==> src/rtl/seg_pkg.sv <==
// rtl/seg_pkg.sv - shared segment patterns, special codes, FSM states and display encoder table
package seg_pkg;

  localparam int NUM_DIGITS = 8;

  localparam logic [3:0] CODE_MINUS = 4'hA;
  localparam logic [3:0] CODE_BLANK = 4'hF;

  // Patterns are seg[7:1] = {A,B,C,D,E,F,G}; DP is never part of a pattern.
  localparam logic [6:0] PAT_0     = 7'b1111110;
  localparam logic [6:0] PAT_1     = 7'b0110000;
  localparam logic [6:0] PAT_2     = 7'b1101101;
  localparam logic [6:0] PAT_3     = 7'b1111001;
  localparam logic [6:0] PAT_4     = 7'b0110011;
  localparam logic [6:0] PAT_5     = 7'b1011011;
  localparam logic [6:0] PAT_6     = 7'b1011111;
  localparam logic [6:0] PAT_7     = 7'b1110000;
  localparam logic [6:0] PAT_8     = 7'b1111111;
  localparam logic [6:0] PAT_9     = 7'b1110011;
  localparam logic [6:0] PAT_MINUS = 7'b0000001;
  localparam logic [6:0] PAT_BLANK = 7'b0000000;

  typedef enum logic [1:0] {
    IDLE   = 2'd0,
    SETTLE = 2'd1,
    HELD   = 2'd2
  } state_t;

  // Display encoder table: inverse of the decoder, unknown codes show blank.
  function automatic logic [6:0] seg_encode(input logic [3:0] code);
    case (code)
      4'h0:       return PAT_0;
      4'h1:       return PAT_1;
      4'h2:       return PAT_2;
      4'h3:       return PAT_3;
      4'h4:       return PAT_4;
      4'h5:       return PAT_5;
      4'h6:       return PAT_6;
      4'h7:       return PAT_7;
      4'h8:       return PAT_8;
      4'h9:       return PAT_9;
      CODE_MINUS: return PAT_MINUS;
      default:    return PAT_BLANK;
    endcase
  endfunction

endpackage

==> src/rtl/seg_pattern_decode.sv <==
// rtl/seg_pattern_decode.sv - combinational seven-segment pattern to code lookup
module seg_pattern_decode
  import seg_pkg::*;
(
  input  logic [6:0] pattern,
  output logic [3:0] code,
  output logic       hit
);

  always_comb begin
    code = CODE_BLANK;
    hit  = 1'b1;
    case (pattern)
      PAT_0:     code = 4'h0;
      PAT_1:     code = 4'h1;
      PAT_2:     code = 4'h2;
      PAT_3:     code = 4'h3;
      PAT_4:     code = 4'h4;
      PAT_5:     code = 4'h5;
      PAT_6:     code = 4'h6;
      PAT_7:     code = 4'h7;
      PAT_8:     code = 4'h8;
      PAT_9:     code = 4'h9;
      PAT_MINUS: code = CODE_MINUS;
      PAT_BLANK: code = CODE_BLANK;
      default:   hit  = 1'b0;
    endcase
  end

endmodule

==> src/rtl/seg_scan_decoder.sv <==
// rtl/seg_scan_decoder.sv - debounced capture of a multiplexed 8-digit seven-segment scan
module seg_scan_decoder
  import seg_pkg::*;
#(
  parameter int STABLE_CYCLES = 4
) (
  input  logic        clk,
  input  logic        rst,
  input  logic [7:0]  seg_in,
  input  logic [7:0]  dig_sel,
  output logic [31:0] digits,
  output logic [7:0]  dig_valid,
  output logic        frame_done,
  output logic        err,
  output logic [7:0]  err_pattern
);

  localparam logic [7:0] STABLE_W = 8'(STABLE_CYCLES);

  logic [6:0]  seg_r;
  logic [7:0]  sel_r;
  logic [14:0] last_pair;
  logic [7:0]  cnt, cnt_next;
  logic [7:0]  seen;
  state_t      state, state_next;
  logic        capture;
  logic        sel_ok;
  logic        changed;
  logic [3:0]  code;
  logic        hit;
  logic        unused_dp;

  // DP plays no part in decoding or stability, so it is never registered.
  assign unused_dp = seg_in[0];

  assign sel_ok  = (sel_r != 8'd0) && ((sel_r & (sel_r - 8'd1)) == 8'd0);
  assign changed = ({seg_r, sel_r} != last_pair);

  seg_pattern_decode u_decode (
    .pattern (seg_r),
    .code    (code),
    .hit     (hit)
  );

  always_ff @(posedge clk or posedge rst) begin
    if (rst) begin
      seg_r     <= '0;
      sel_r     <= '0;
      last_pair <= '0;
      state     <= IDLE;
      cnt       <= '0;
    end else begin
      seg_r     <= seg_in[7:1];
      sel_r     <= dig_sel;
      last_pair <= {seg_r, sel_r};
      state     <= state_next;
      cnt       <= cnt_next;
    end
  end

  // Capture fires on the edge where the count would reach STABLE_CYCLES,
  // so the decoded value is visible one clock after the dwell completes.
  always_comb begin
    state_next = state;
    cnt_next   = cnt;
    capture    = 1'b0;
    if (!sel_ok) begin
      state_next = IDLE;
      cnt_next   = '0;
    end else begin
      case (state)
        IDLE: begin
          state_next = SETTLE;
          cnt_next   = 8'd1;
        end
        SETTLE: begin
          if (changed) begin
            cnt_next = 8'd1;
          end else if (cnt + 8'd1 >= STABLE_W) begin
            capture    = 1'b1;
            cnt_next   = STABLE_W;
            state_next = HELD;
          end else begin
            cnt_next = cnt + 8'd1;
          end
        end
        HELD: begin
          if (changed) begin
            state_next = SETTLE;
            cnt_next   = 8'd1;
          end
        end
        default: begin
          state_next = IDLE;
          cnt_next   = '0;
        end
      endcase
    end
  end

  always_ff @(posedge clk or posedge rst) begin
    if (rst) begin
      digits      <= 32'hFFFF_FFFF;
      dig_valid   <= '0;
      seen        <= '0;
      frame_done  <= 1'b0;
      err         <= 1'b0;
      err_pattern <= '0;
    end else begin
      frame_done <= (seen == 8'hFF);
      err        <= capture && !hit;
      seen       <= ((seen == 8'hFF) ? 8'h00 : seen) | (capture ? sel_r : 8'h00);
      if (capture) begin
        if (hit) begin
          for (int i = 0; i < NUM_DIGITS; i++) begin
            if (sel_r[i]) digits[4*i +: 4] <= code;
          end
          dig_valid <= dig_valid | sel_r;
        end else begin
          dig_valid   <= dig_valid & ~sel_r;
          err_pattern <= {seg_r, 1'b0};
        end
      end
    end
  end

endmodule
==> config.mk <==
export PLATFORM = sky130hd
export DESIGN_NAME = seg_scan_decoder
export DESIGN_NICKNAME = d
export VERILOG_FILES = /design/src/rtl/seg_pkg.sv /design/src/rtl/seg_pattern_decode.sv /design/src/rtl/seg_scan_decoder.sv
export SDC_FILE = /design/constraint.sdc
export NUM_CORES = 1
export LEC_CHECK = 0
export ABC_AREA = 1
export CORE_MARGIN = 2
export CORE_UTILIZATION = 60
export CTS_BUF_LIST = sky130_fd_sc_hd__clkbuf_4
export DETAILED_ROUTE_END_ITERATION = 10
export PLACE_DENSITY_LB_ADDON = 0.1
export SLEW_MARGIN = 40
export SYNTH_ARGS = -nofsm -noshare
export SYNTH_HDL_FRONTEND = slang
export SYNTH_SLANG_ARGS = --single-unit
==> constraint.sdc <==
create_clock -name clk -period 10.2 [get_ports clk]
set_input_delay 2.55 -clock clk [delete_from_list [all_inputs] [get_ports clk]]
set_output_delay 2.55 -clock clk [all_outputs]
set_load 0.01 [all_outputs]
# [Word level (Yosys, flattened, before mapping)]
# Index checks and enable logic that the tools add are counted.
# W data, S select, Z words.
[totals] register_bits=97 input_bits=18 out_inout_bits=50 wordCells=82
[classes] addsub=2 magnitude_cmp=1 n_eq_ne=18 muxes=19 bitwise=6 n_reduce_logical=18
[ops] cell="$eq A7 B7 Y1 const B" n=8
[ops] cell="$mux W8" n=7
[ops] cell="$pmux W4 S11" n=1
[ops] cell="$reduce_and A3 Y1" n=9
[ops] cell="$pmux W8 S3" n=1
[ops] cell="$and A8 B8 Y8" n=2
[ops] cell="$or A8 B8 Y8" n=2
[ops] cell="$ne A15 B15 Y1" n=1
[ops] cell="$eq A7 B6 Y1 const B" n=2
[ops] cell="$reduce_or A12 Y1" n=1
[ops] cell="$ne A3 B3 Y1 const B" n=3
[ops] cell="$add A8 B1 Y8 const B" n=1
[ops] cell="$eq A8 B8 Y1 const B" n=1
[ops] cell="$ge A8 B3 Y1 const B" n=1
[ops] cell="$logic_not A8 Y1" n=1
[ops] cell="$mux W2" n=4
[ops] cell="$not A8 Y8" n=1
[ops] cell="$reduce_bool A8 Y1" n=1
[ops] cell="$sub A8 B1 Y8 const B" n=1
[ops] cell="$eq A7 B1 Y1 const B" n=1
[ops] cell="$logic_not A7 Y1" n=1
[ops] cell="$pmux W2 S3" n=1
[ops] cell="$mux W1" n=5
[ops] cell="$eq A2 B1 Y1 const B" n=1
[ops] cell="other kinds (6)" n=7

# [Logic depth before layout (Yosys ltp)]
[logic_depth] word_depth=8 ltp_mapped=13 depth_no_buf=13

# [By module]
# Synthesis repeated with hierarchy kept, for this count alone.
[hier_totals] cells_unflattened=516 area_unflattened_um2=4560.6
[modules_own_cells] module="seg_scan_decoder" instances=1 cells_each=447 area_per_inst_um2=4250.3 seq_area_each_um2=2467.4
[modules_own_cells] module="seg_pattern_decode" instances=1 cells_each=69 area_per_inst_um2=310.3 seq_area_each_um2=0.0

# [Worst setup path after synthesis]
# No wires, ideal clock.
[synth_timing] kind="register to output" start="reg digits[16]" end="out digits[16]" arrival_time_ps=529 required_time_ps=7650 slack_ps=7121 path_stages_with_launch=1 path_buffers=0 path_cell_list="dfstp_2"
[synth_rtl] item="start, declared" line="seg_scan_decoder.sv:11" source="output logic [31:0] digits,"
[synth_rtl] item="start signal, assigned by index" line="seg_scan_decoder.sv:116" source="if (sel_r[i]) digits[4*i +: 4] <= code;"
# No word-level cell between the ends.

# [Final worst setup path]
[layout_timing] start="reg digits[20]" end="out digits[20]"
# No word-level cell between the ends.

==> run metrics <==
Fin. Hold Viols 0; Tcrit/Tclk final 0.402; Netlist cell types 35; flops & latches, synth 97; Max Slew Vio Count 0; share of cells above drive strength 1 0.145; vias in the first global route 3199; Max stage delay on crit path 0.57 ns; power per cell area 118 nW/um^2; clk sinks 97; clock skew 0.0252 ns; clock buffer depth 2; Netlist Area Pre-Place 4350 um^2; fmax 244 MHz; element type at the critical path start flip-flop; global route overflow 0; Syn Inst Count 466; Synth Flop Type dfrtp_1; worst rel slew slack 0.619; Layout Utilization 0.725; DRT antenna net count 0; Hold WC Path Type reg -> reg; RSZ-0062 raised after global routing false; Hold Crit Endpoint digits[6]; crit path DAT 1.55 ns; Slew @ Worst Pin 0.572 ns; crit-path leading delay family flip-flops; DIE WIDTH 89.2 um; post-CTS setup repair buffer count 0; largest net degree at the start of global routing 67; post-synthesis sequential area ratio 0.567; hold depth 2; # fillers 580; total power 0.611 mW; CTS resizes 0; crit path kind reg -> out; CTS clk-pin slew, worst paths 0.14 ns; FF-to-FF End digits[24]; WL final 8860 um; critical path capture point type output pin; Starting Density 0.610; Max-Cap Viols 0; cell at the slowest stage of the critical path dfstp_2; CTS root buffer clkbuf_4; outcome finished clean; Lkg Pwr 2.45 nW; H-tree Lvls 3; drt pass-1 iters 4; total core area 7140 um^2; FF-to-FF Start sel_r[1]; # DRC 0; Crit path depth 1; die footprint 7950 um^2; hold_sp digits[6]; ys async rst share 1.00; worst reg-to-reg path cell count 11; EDFF count, synth 0; crit path time final 4.10 ns; CP cell instances clkdlybuf4s50_1; global-route wire length before repair 14800 um; Peak VDD IR 0.0705 mV; Ys Warns 0; CP startpoint digits[20]; Final #Nets 552; Via-to-Cell Ratio 5.26; CTS tree done; Core Rows 31; Synth-to-Final Area Change 18.9%; syn nets 485; I/O pin total 68; total CTS buffers 9; cts hold-fix bufs 0; reg2reg setup slack 7.92 ns; antenna diode count 0; initial antenna violation count 0; final setup TNS 0 ns; Crit Path Max Fanout 2; Worst-Skew Late Latency 0.45 ns; I/O Buffers 65; # setup viols final 0; CP required 7.65 ns; HPWL after detailed placement 6160 um; routed length per instance 13.9 um; DIE HEIGHT 89.2 um; DR iter-0 viols 262; RD Place Congestion 1.01; vias post-DR 3350; Buf/Inv on CP 1; All-Layer GR Usage 0.245; average size of a mapped cell 9.34 um^2
-- area by class of cell --
type	count	area [um^2]	share of cell area
Sequential cell	97	2470	0.477
Multi-Input combinational cell	303	1600	0.309
Timing Repair Buffer	66	662	0.128
Inverter	56	211	0.0409
Tap cell	99	124	0.0239
Clock buffer	9	67.6	0.0131
Clock inverter	7	45.0	0.00871
-- synthesized netlist by cell type, types with 2 or more instances --
master    instances  area [um^2]
a21oi_1          20          100
clkbuf_1          2         7.51
nand2_1         123          462
inv_1            54          203
nand4_4           8          170
buf_4             2         15.0
dfstp_2          32          841
o21ai_0           8         40.0
xor2_1            9         78.8
nand3_2           2         20.0
nand3_1          37          185
dfrtp_1          65         1630
nor2_8            2         40.0
nor2_1           48          180
buf_2             3         15.0
nand2_2           2         12.5
o21ai_1           8         40.0
xnor2_1           3         26.3
nand4_1          11         68.8
a21oi_2           3         26.3
nor2_2            8         50.1
buf_12            2         40.0
inv_2             2         7.51
-- stage by stage --
stage	hold slack, ns	cells	worst slack (ns)	instance area, um^2
after floorplan	0.349	466	5.17	4350
after global placement	0.455	621	6.06	5050
after detailed placement	0.453	621	6.03	5050
after CTS	0.472	637	6.06	5160
after global routing	0.491	637	6.02	5170
final	0.470	637	6.10	5170
-- layer usage --
metal,up-vias,track usage,share of wire
li1,1619,-,-
met1,1623,0.349,0.46
met2,95,0.380,0.48
met3,13,0.0489,0.046
met4,0,0.0828,0.013
met5,-,0,0
-- flip-flops by register name (all words and copies together), names as in the netlist, named ones only --
| name | count |
|---|---|
| cnt | 8 |
| digits | 32 |
| err | 1 |
| err_pattern | 7 |
| frame_done | 1 |
| last_pair | 15 |
| seen | 8 |
| seg_r | 7 |
| sel_r | 8 |
| state | 2 |
-- placed cells by master, fill, tap and decap left out, types with 9 or more instances in the layout --
master	count
xor2_1	9
clkdlybuf4s50_1	65
inv_1	53
nor2_1	48
nand4_1	11
dfstp_2	32
nand3_1	36
dfrtp_1	65
nand2_1	123
clkbuf_4	9
a21oi_1	20
-- cell families after synthesis --
| kind of cell | Yosys count | synth area share |
|---|---|---|
| buffers and inverters | 66 | 0.0687 |
| AND/OR/NAND/NOR | 247 | 0.284 |
| flip-flops | 97 | 0.567 |
| other | 1 | 0.000862 |
| AO/OA/AOI/OAI | 42 | 0.0523 |
| XOR/XNOR | 12 | 0.0242 |
| adder cells (fa/ha/maj) | 1 | 0.00288 |
-- report_power, final --
group / switching [mW] / internal [mW]
Sequential: 0.00896 / 0.391
Clock: 0.126 / 0.0494
Combinational: 0.0234 / 0.0123
Total: 0.158 / 0.453
-- how the worst max path moves through the flow --
stage	to	slack (ns)
6_report	digits[20]	6.10
5_1_grt	digits[18]	6.02
4_1_cts	digits[18]	6.06
3_5_place_dp	async pin	6.03
3_3_place_gp	async pin	6.06
2_1_floorplan	async pin	5.17
Power figures use the tool's default switching activity.
